$ cat src/rtl/c3lib_strap_capture.sv
// c3lib_strap_capture
//   Captures static strap values from metal-programmable tie cells after a
//   settle wait. The same value must be seen on two consecutive sample edges
//   before it is accepted. After MAX_RETRY disagreeing sample pairs, the
//   current input is captured anyway and strap_mismatch flags the event.
//   Once the capture completes, software may overwrite strap_out through a
//   valid/ready override port. The block stays in DONE until reset.
//
// Parameters
//   WIDTH       number of strap bits
//   SETTLE_CYC  settle-wait cycles before each sampling attempt (1..255)
//   MAX_RETRY   mismatching sample pairs tolerated before forced capture (1..15)
//
// Ports
//   clk            block clock
//   rst_n          asynchronous active-low reset
//   strap_in       static strap inputs; sampled directly, with no synchronizer
//   ovrd_valid     software override request
//   ovrd_data      override value
//   ovrd_ready     override accepted when high together with ovrd_valid
//                  (decoded from the state flops; high only in DONE)
//   strap_out      captured or overridden strap value
//   strap_done     strap_out valid
//   strap_mismatch sticky flag: at least one sample pair disagreed
module c3lib_strap_capture #(
  parameter int unsigned WIDTH      = 8,
  parameter int unsigned SETTLE_CYC = 16,
  parameter int unsigned MAX_RETRY  = 3
) (
  input  logic             clk,
  input  logic             rst_n,
  input  logic [WIDTH-1:0] strap_in,
  input  logic             ovrd_valid,
  input  logic [WIDTH-1:0] ovrd_data,
  output logic             ovrd_ready,
  output logic [WIDTH-1:0] strap_out,
  output logic             strap_done,
  output logic             strap_mismatch
);

  localparam int unsigned CNT_W = $clog2(SETTLE_CYC + 1);

  localparam logic [1:0] SETTLE = 2'd0;
  localparam logic [1:0] SAMP_A = 2'd1;
  localparam logic [1:0] SAMP_B = 2'd2;
  localparam logic [1:0] DONE   = 2'd3;

  // The counter holds the number of settle edges already taken. The edge on
  // which it would reach SETTLE_CYC moves the FSM on and clears it instead,
  // so the counter never wraps.
  localparam logic [CNT_W-1:0] SETTLE_LAST = CNT_W'(SETTLE_CYC - 1);
  localparam logic [3:0]       RETRY_LAST  = 4'(MAX_RETRY - 1);

  logic [1:0]       state;
  logic [CNT_W-1:0] settle_cnt;
  logic [3:0]       retry_cnt;
  logic [WIDTH-1:0] sample;

  always_ff @(posedge clk or negedge rst_n) begin
    if (!rst_n) begin
      state          <= SETTLE;
      settle_cnt     <= '0;
      retry_cnt      <= '0;
      sample         <= '0;
      strap_out      <= '0;
      strap_done     <= 1'b0;
      strap_mismatch <= 1'b0;
    end else begin
      case (state)
        SETTLE: begin
          if (settle_cnt == SETTLE_LAST) begin
            settle_cnt <= '0;
            state      <= SAMP_A;
          end else begin
            settle_cnt <= settle_cnt + CNT_W'(1);
          end
        end

        SAMP_A: begin
          sample <= strap_in;
          state  <= SAMP_B;
        end

        SAMP_B: begin
          if (strap_in == sample) begin
            strap_out  <= strap_in;
            strap_done <= 1'b1;
            state      <= DONE;
          end else begin
            strap_mismatch <= 1'b1;
            if (retry_cnt >= RETRY_LAST) begin
              // Retry budget exhausted: capture whatever is present now.
              strap_out  <= strap_in;
              strap_done <= 1'b1;
              state      <= DONE;
            end else begin
              retry_cnt  <= retry_cnt + 4'd1;
              settle_cnt <= '0;
              state      <= SETTLE;
            end
          end
        end

        DONE: begin
          // Terminal until reset. Only an accepted override changes strap_out.
          if (ovrd_valid) begin
            strap_out <= ovrd_data;
          end
        end

        default: begin
          state <= SETTLE;
        end
      endcase
    end
  end

  assign ovrd_ready = (state == DONE);

endmodule

$ cat config.mk
export PLATFORM = sky130hd
export DESIGN_NAME = c3lib_strap_capture
export DESIGN_NICKNAME = d
export VERILOG_FILES = /design/src/rtl/c3lib_strap_capture.sv
export SDC_FILE = /design/constraint.sdc
export NUM_CORES = 1
export LEC_CHECK = 0
export CORE_MARGIN = 5
export CORE_UTILIZATION = 35
export CTS_BUF_LIST = sky130_fd_sc_hd__clkbuf_16
export DETAILED_ROUTE_END_ITERATION = 12
export GPL_TIMING_DRIVEN = 0
export PLACE_DENSITY = 0.69
export SLEW_MARGIN = 15
export SYNTH_ARGS = -nofsm -noshare
export SYNTH_HDL_FRONTEND = slang
export SYNTH_SLANG_ARGS = --single-unit
$ cat constraint.sdc
create_clock -name clk -period 2.2 [get_ports clk]
set_input_delay 0.44 -clock clk [delete_from_list [all_inputs] [get_ports clk]]
set_output_delay 0.44 -clock clk [all_outputs]
set_load 0.02 [all_outputs]
## Word-level counts from Yosys, hierarchy flattened

Index checks and enable logic that the tools add are counted.

- $add $sub $neg: 2
- $lt $le $gt $ge: 1
- Eq/ne operators: 10
- Multiplexer cells: 14
- Bitwise operators: 2
- Reduce and logical (&&, ||, !) cells: 11

Operators by type and width:

| cell | count |
|---|---|
| two-way mux 8 bit | 3 |
| case mux 8 bit (2 select lines) | 1 |
| two-way mux 5 bit | 3 |
| case mux 5 bit (2 select lines) | 1 |
| AND reduction 3 bit | 3 |
| == test 8 bit | 1 |
| != test 2 bit (second input constant) | 4 |
| two-way mux 2 bit | 3 |
| case mux 2 bit (3 select lines) | 1 |
| AND reduction 2 bit | 3 |
| nonzero test 2 bit | 3 |
| adder 5 x 1 -> 5 bit (second input constant) | 1 |
| == test 5 x 4 -> 1 bit (second input constant) | 1 |
| adder 4 x 1 -> 4 bit (second input constant) | 1 |
| == test 2 bit (second input constant) | 2 |
| >= comparator 4 x 2 -> 1 bit (second input constant) | 1 |
| != test 3 bit (second input constant) | 1 |
| nonzero test 3 bit | 1 |
| == test 2 x 1 -> 1 bit (second input constant) | 1 |
| logical NOT 2 bit | 1 |
| two-way mux 1 bit | 2 |
| inverter 1 bit | 2 |

- Flip-flop bits (word level): 29
- Bits of input ports: 19
- Output and inout port bits: 11
- Logic and storage cells: 47

## Longest topological paths before layout

Gate-level depths: netlist of run 1.

- Depth after elaboration: 4
- Mapped depth: 7
- Mapped depth without buffers: 7

## Worst setup path after synthesis of run 1

Ideal clock, no wire load.

- Path type: register to register
- Start point: register state[0]
- End point: register strap_out[0]
- Setup time: 0.125 ns
- Data arrival time: 1.799 ns
- Data required time: 2.075 ns
- Path slack: 0.276 ns
- Stages on the path, launching flop included: 6
- Path buffers: 1
- Period minus slack after synthesis: 1.924 ns
- Path through: dfrtp_1 -> ha_1 -> clkbuf_1 -> mux2i_1 -> nor2_4 -> mux2_4

- Word-level cells in the longest chain between the ends: 3
- Elaborated cells on any way between the ends: 7
- Classes of those cells: 4 x eq/ne; 1 x mux; 2 x reduce/logical

Ends and longest elaborated chain:

| what | RTL line | source |
|---|---|---|
| start, declared | 54 | `logic [1:0] state;` |
| start signal, assigned | 61 | `state <= SETTLE;` |
| start signal, assigned | 73 | `state <= SAMP_A;` |
| start signal, assigned | 81 | `state <= SAMP_B;` |
| == test 2 bit (*) | -- |  |
| named net ovrd_ready | 35 | `output logic ovrd_ready,` |
| != test 2 bit (no source line) / nonzero test 2 bit (equally long branches) | -- |  |
| AND reduction 3 bit (no source line) | -- |  |
| end signal, assigned | 86 | `strap_out <= strap_in;` |
| end signal, assigned | 93 | `strap_out <= strap_in;` |
| end signal, assigned | 107 | `strap_out <= ovrd_data;` |
| end, declared | 36 | `output logic [WIDTH-1:0] strap_out,` |

The timed path passes the listed nets; every way through them passes the cells marked *.
A chain may end at the register's enable or synchronous reset.

## Worst setup path in the final report of run 1

- Start point: input port strap_in[0]
- End point: register strap_out[4]

- Word-level cells in the longest chain between the ends: 3
- Elaborated cells on any way between the ends: 5
- Classes of those cells: 2 x eq/ne; 2 x mux; 1 x reduce/logical

Ends and longest elaborated chain:

| what | RTL line | source |
|---|---|---|
| start, declared | 32 | `input logic [WIDTH-1:0] strap_in,` |
| == test 8 bit (*) | 85 | `if (strap_in == sample) begin` |
| != test 3 bit (no source line) / two-way mux 8 bit (equally long branches) | -- |  |
| AND reduction 3 bit (no source line) / case mux 8 bit (2 select lines) (equally long branches) | -- |  |

Mark *: on every way between the ends. The rest lies on a longest branch, timed or not.

==> Flow_metrics.wiki, run 1 <==
{| class="wikitable"
! Metric !! Value
|-
| Boundary pin count || 30
|-
| Post-Route Skew || 7.10 ps
|-
| Arrival @ worst endpoint || 2200 ps
|-
| Worst slew pin tran || 633 ps
|-
| Static Leakage || 0.839 nW
|-
| Setup Crit Path Kind || primary input to flop
|-
| Total global routing overflow || 0
|-
| Ant diodes || 0
|-
| Antenna viol nets, final || 0
|-
| Worst VDD drop || 0.000738 V
|-
| Syn nets || 143
|-
| Layout overhead on the synthesized area || 34.3%
|-
| Mean post-synth cell area || 12.9 um^2
|-
| Sort of element at the start of the critical path || primary input
|-
| Core Footprint || 4060 um^2
|-
| Worst Setup End Kind || flop
|-
| Final min period || 2050 ps
|-
| Master cell of the clock root buffer || sky130_fd_sc_hd__clkbuf_16
|-
| CP Cell Sequence || clkdlybuf4s50_1 > xnor2_1 > nand4_1 > o21a_4 > nor2_4 > mux2_4
|-
| Via count of the routed design || 1018
|-
| Number of standard cells after synthesis || 116
|-
| Vertical die dimension || 75.3 um
|-
| First-pass GRT wire length || 5.22 mm
|-
| Antenna violations before repair || 0
|-
| TritonCTS clock tree || yes
|-
| Width of the chip || 75.3 um
|-
| Worst slew slack as a fraction of its limit || 0.578
|-
| Post-detailed-route via-to-cell ratio || 5.01
|-
| Detailed Place HPWL || 2.25 mm
|-
| Outcome || finished, final reports clean
|-
| Pin count of the biggest net entering global routing || 30
|-
| Count of H-tree levels built during CTS || 2
|-
| Seq/Total Area, Yosys || 0.486
|-
| Worst hold margin || 188 ps
|-
| Setup TNS || 0 ps
|-
| Final setup viols || 0
|-
| Maximum buffer depth of the clock tree || 2
|-
| Min-Delay Path Class || primary input to asynchronous set/reset pin
|-
| Peak clock frequency supported by timing || 0.488 GHz
|-
| Final critical-path setup slack || 152 ps
|-
| EDFF count, synth || 0
|-
| Final number of max-transition violations || 0
|-
| Overall routed net length || 3.05 mm
|-
| Floorplan die area || 5670 um^2
|-
| Prevailing post-synth register cell || sky130_fd_sc_hd__dfrtp_1
|-
| Sinks on the clock net || 29
|-
| Slowest Stage Delay on Critical Path || 520 ps
|-
| Final routed DRC violation total || 0
|-
| Worst-Skew Late Latency || 270 ps
|-
| Synthesized area || 1490 um^2
|-
| Final clock period utilization by the worst path || 0.931
|-
| RSZ-0062 raised after global routing || false
|-
| Buffers plus inverters on the worst setup path || 1
|-
| First-pass iteration count of the detailed router || 4
|-
| Ys async rst share || 1.00
|-
| GPL Wtd Cong || 0.717
|-
| Synth warnings || 0
|-
| Gates resized, CTS repair || 0
|-
| CP top delay family || buffers and inverters
|-
| Via count of the first global-routing pass || 1084
|-
| Synth unique cells || 30
|-
| Clock transition at the registers of the reported paths || 50 ps
|-
| Register-to-register path setup slack || 250 ps
|-
| Average wire per standard cell || 15.0 um
|-
| Number of hold violations in the final report || 0
|-
| Post-route design area || 2000 um^2
|-
| Max-cap violations || 0
|-
| Critical Path RT || 2350 ps
|-
| Slowest cell on the critical path || sky130_fd_sc_hd__clkdlybuf4s50_1
|-
| Number of buffers inserted for hold repair after clock tree synthesis || 0
|-
| Fraction of layout instances using a drive strength above 1 || 0.242
|-
| Flip-flop and latch count after synthesis || 29
|-
| Number of post-CTS setup repair buffers || 0
|-
| Global Route Usage Sum || 0.126
|-
| Num CTS Buffers || 5
|-
| Post-Place Cell Area || 1840 um^2
|-
| Final Net Count || 179
|-
| Crit Path Max Fanout || 8
|-
| Power density relative to cell area || 1420 nW/um^2
|-
| Count of buffers inserted at the top-level ports || 29
|-
| Worst setup timing slack at the placement stage || -141 ps
|-
| Number of core rows || 23
|-
| Number of DRC violations after detailed-routing iteration 0 || 30
|-
| Effective utilization at floorplan || 0.368
|}
-- worst paths after layout --
path,startpoint,end,cells after the start
setup / recovery,strap_in[0],strap_out[4]$_DFFE_PN0P_,6
hold / removal,rst_n,sample[4]$_DFFE_PN0N_,1
setup reg to reg,state[0]$_DFFE_PN0P_,strap_out[4]$_DFFE_PN0P_,7
hold reg to reg,retry_cnt[3]$_DFFE_PN0P_,retry_cnt[3]$_DFFE_PN0P_,1
max in group asynchronous,rst_n,state[1]$_DFFE_PN0P_,1
min in group clk,retry_cnt[3]$_DFFE_PN0P_,retry_cnt[3]$_DFFE_PN0P_,1
-- sequential cells by signal (all words and copies together) (netlist names) --
register,flops
settle_cnt,5
strap_out,8
retry_cnt,4
state,2
strap_mismatch,1
sample,8
strap_done,1
-- synthesized netlist by cell type (3+ instances only) --
cell type / instances / area [um^2]
sky130_fd_sc_hd__mux2_2: 16 / 180
sky130_fd_sc_hd__nor2_1: 3 / 11.3
sky130_fd_sc_hd__xnor2_1: 9 / 78.8
sky130_fd_sc_hd__nand2_1: 4 / 15.0
sky130_fd_sc_hd__dfrtp_1: 29 / 726
sky130_fd_sc_hd__ha_1: 8 / 100
sky130_fd_sc_hd__clkbuf_1: 3 / 11.3
sky130_fd_sc_hd__a31oi_1: 3 / 18.8
sky130_fd_sc_hd__mux2_4: 8 / 120
sky130_fd_sc_hd__inv_1: 5 / 18.8
-- worst register-to-register path, stage by stage (launching register included) --
cell,delay [ps]
sky130_fd_sc_hd__dfrtp_1,410
sky130_fd_sc_hd__inv_1,90
sky130_fd_sc_hd__ha_1,290
sky130_fd_sc_hd__inv_1,190
sky130_fd_sc_hd__nor2_2,70
sky130_fd_sc_hd__o21a_4,150
sky130_fd_sc_hd__nor2_4,310
sky130_fd_sc_hd__mux2_4,340
-- cells in the final DEF (no fill, tap or decap), types with 2 or more instances in the layout --
master / count
sky130_fd_sc_hd__a21o_1: 2
sky130_fd_sc_hd__a21oi_1: 2
sky130_fd_sc_hd__a22o_1: 2
sky130_fd_sc_hd__a31oi_1: 3
sky130_fd_sc_hd__clkbuf_1: 2
sky130_fd_sc_hd__clkbuf_16: 5
sky130_fd_sc_hd__clkdlybuf4s50_1: 28
sky130_fd_sc_hd__dfrtp_1: 29
sky130_fd_sc_hd__ha_1: 8
sky130_fd_sc_hd__inv_1: 6
sky130_fd_sc_hd__mux2_2: 16
sky130_fd_sc_hd__mux2_4: 8
sky130_fd_sc_hd__mux2i_1: 2
sky130_fd_sc_hd__nand2_1: 4
sky130_fd_sc_hd__nand2b_1: 2
sky130_fd_sc_hd__nand3_1: 2
sky130_fd_sc_hd__nand4_1: 2
sky130_fd_sc_hd__nor2_1: 3
sky130_fd_sc_hd__o21ai_0: 2
sky130_fd_sc_hd__xnor2_1: 9
-- cells by family after synthesis --
| kind of cell | Yosys count | synth area share |
|---|---|---|
| buffers and inverters | 8 | 0.0201 |
| multiplexers | 26 | 0.215 |
| AO/OA/AOI/OAI | 17 | 0.0838 |
| adder cells (fa/ha/maj) | 8 | 0.0671 |
| flip-flops | 29 | 0.486 |
| AND/OR/NAND/NOR | 19 | 0.0754 |
| XOR/XNOR | 9 | 0.0528 |
-- power by group --
part | internal, mW | leakage (nW) | switching (mW) | total (mW)
Clock | 0.523 | 0.0826 | 0.216 | 0.740
Sequential | 0.745 | 0.337 | 0.154 | 0.899
Combinational | 0.664 | 0.419 | 0.537 | 1.20
-- area by class of cell --
class                   instances  area (um^2)
fillers                       343         2050
clock buffers                   5          125
repair buffers                 29          285
flip-flops and latches         29          726
plain buffers                   3         12.5
well taps                      50         62.6
clock inverters                 3         37.5
inverters                       5         18.8
multi-input cells              79          737
-- per-layer routing --
metal / track usage / wire length, um / vias to the layer above
li1: - / - / 483
met1: 0.151 / 1330 / 509
met2: 0.203 / 1500 / 20
met3: 0.0541 / 178 / 6
met4: 0.0408 / 45 / 0
met5: 0 / 0 / -
-- stage by stage --
step,power [mW],utilization,std cells
after floorplan,1.73,-,116
after global placement,2.05,0.455,195
after detailed placement,2.10,0.454,195
after CTS,2.87,0.494,203
after global routing,3.01,0.494,203
final,2.84,0.494,203
No activity file was read; power rests on OpenSTA's default activity.
==> run 2: changes to the inputs <==
CAP_MARGIN = 20   (was unset)
==> results of run 2 <==
Final layout, timing and power as in run 1 (identical DEF).
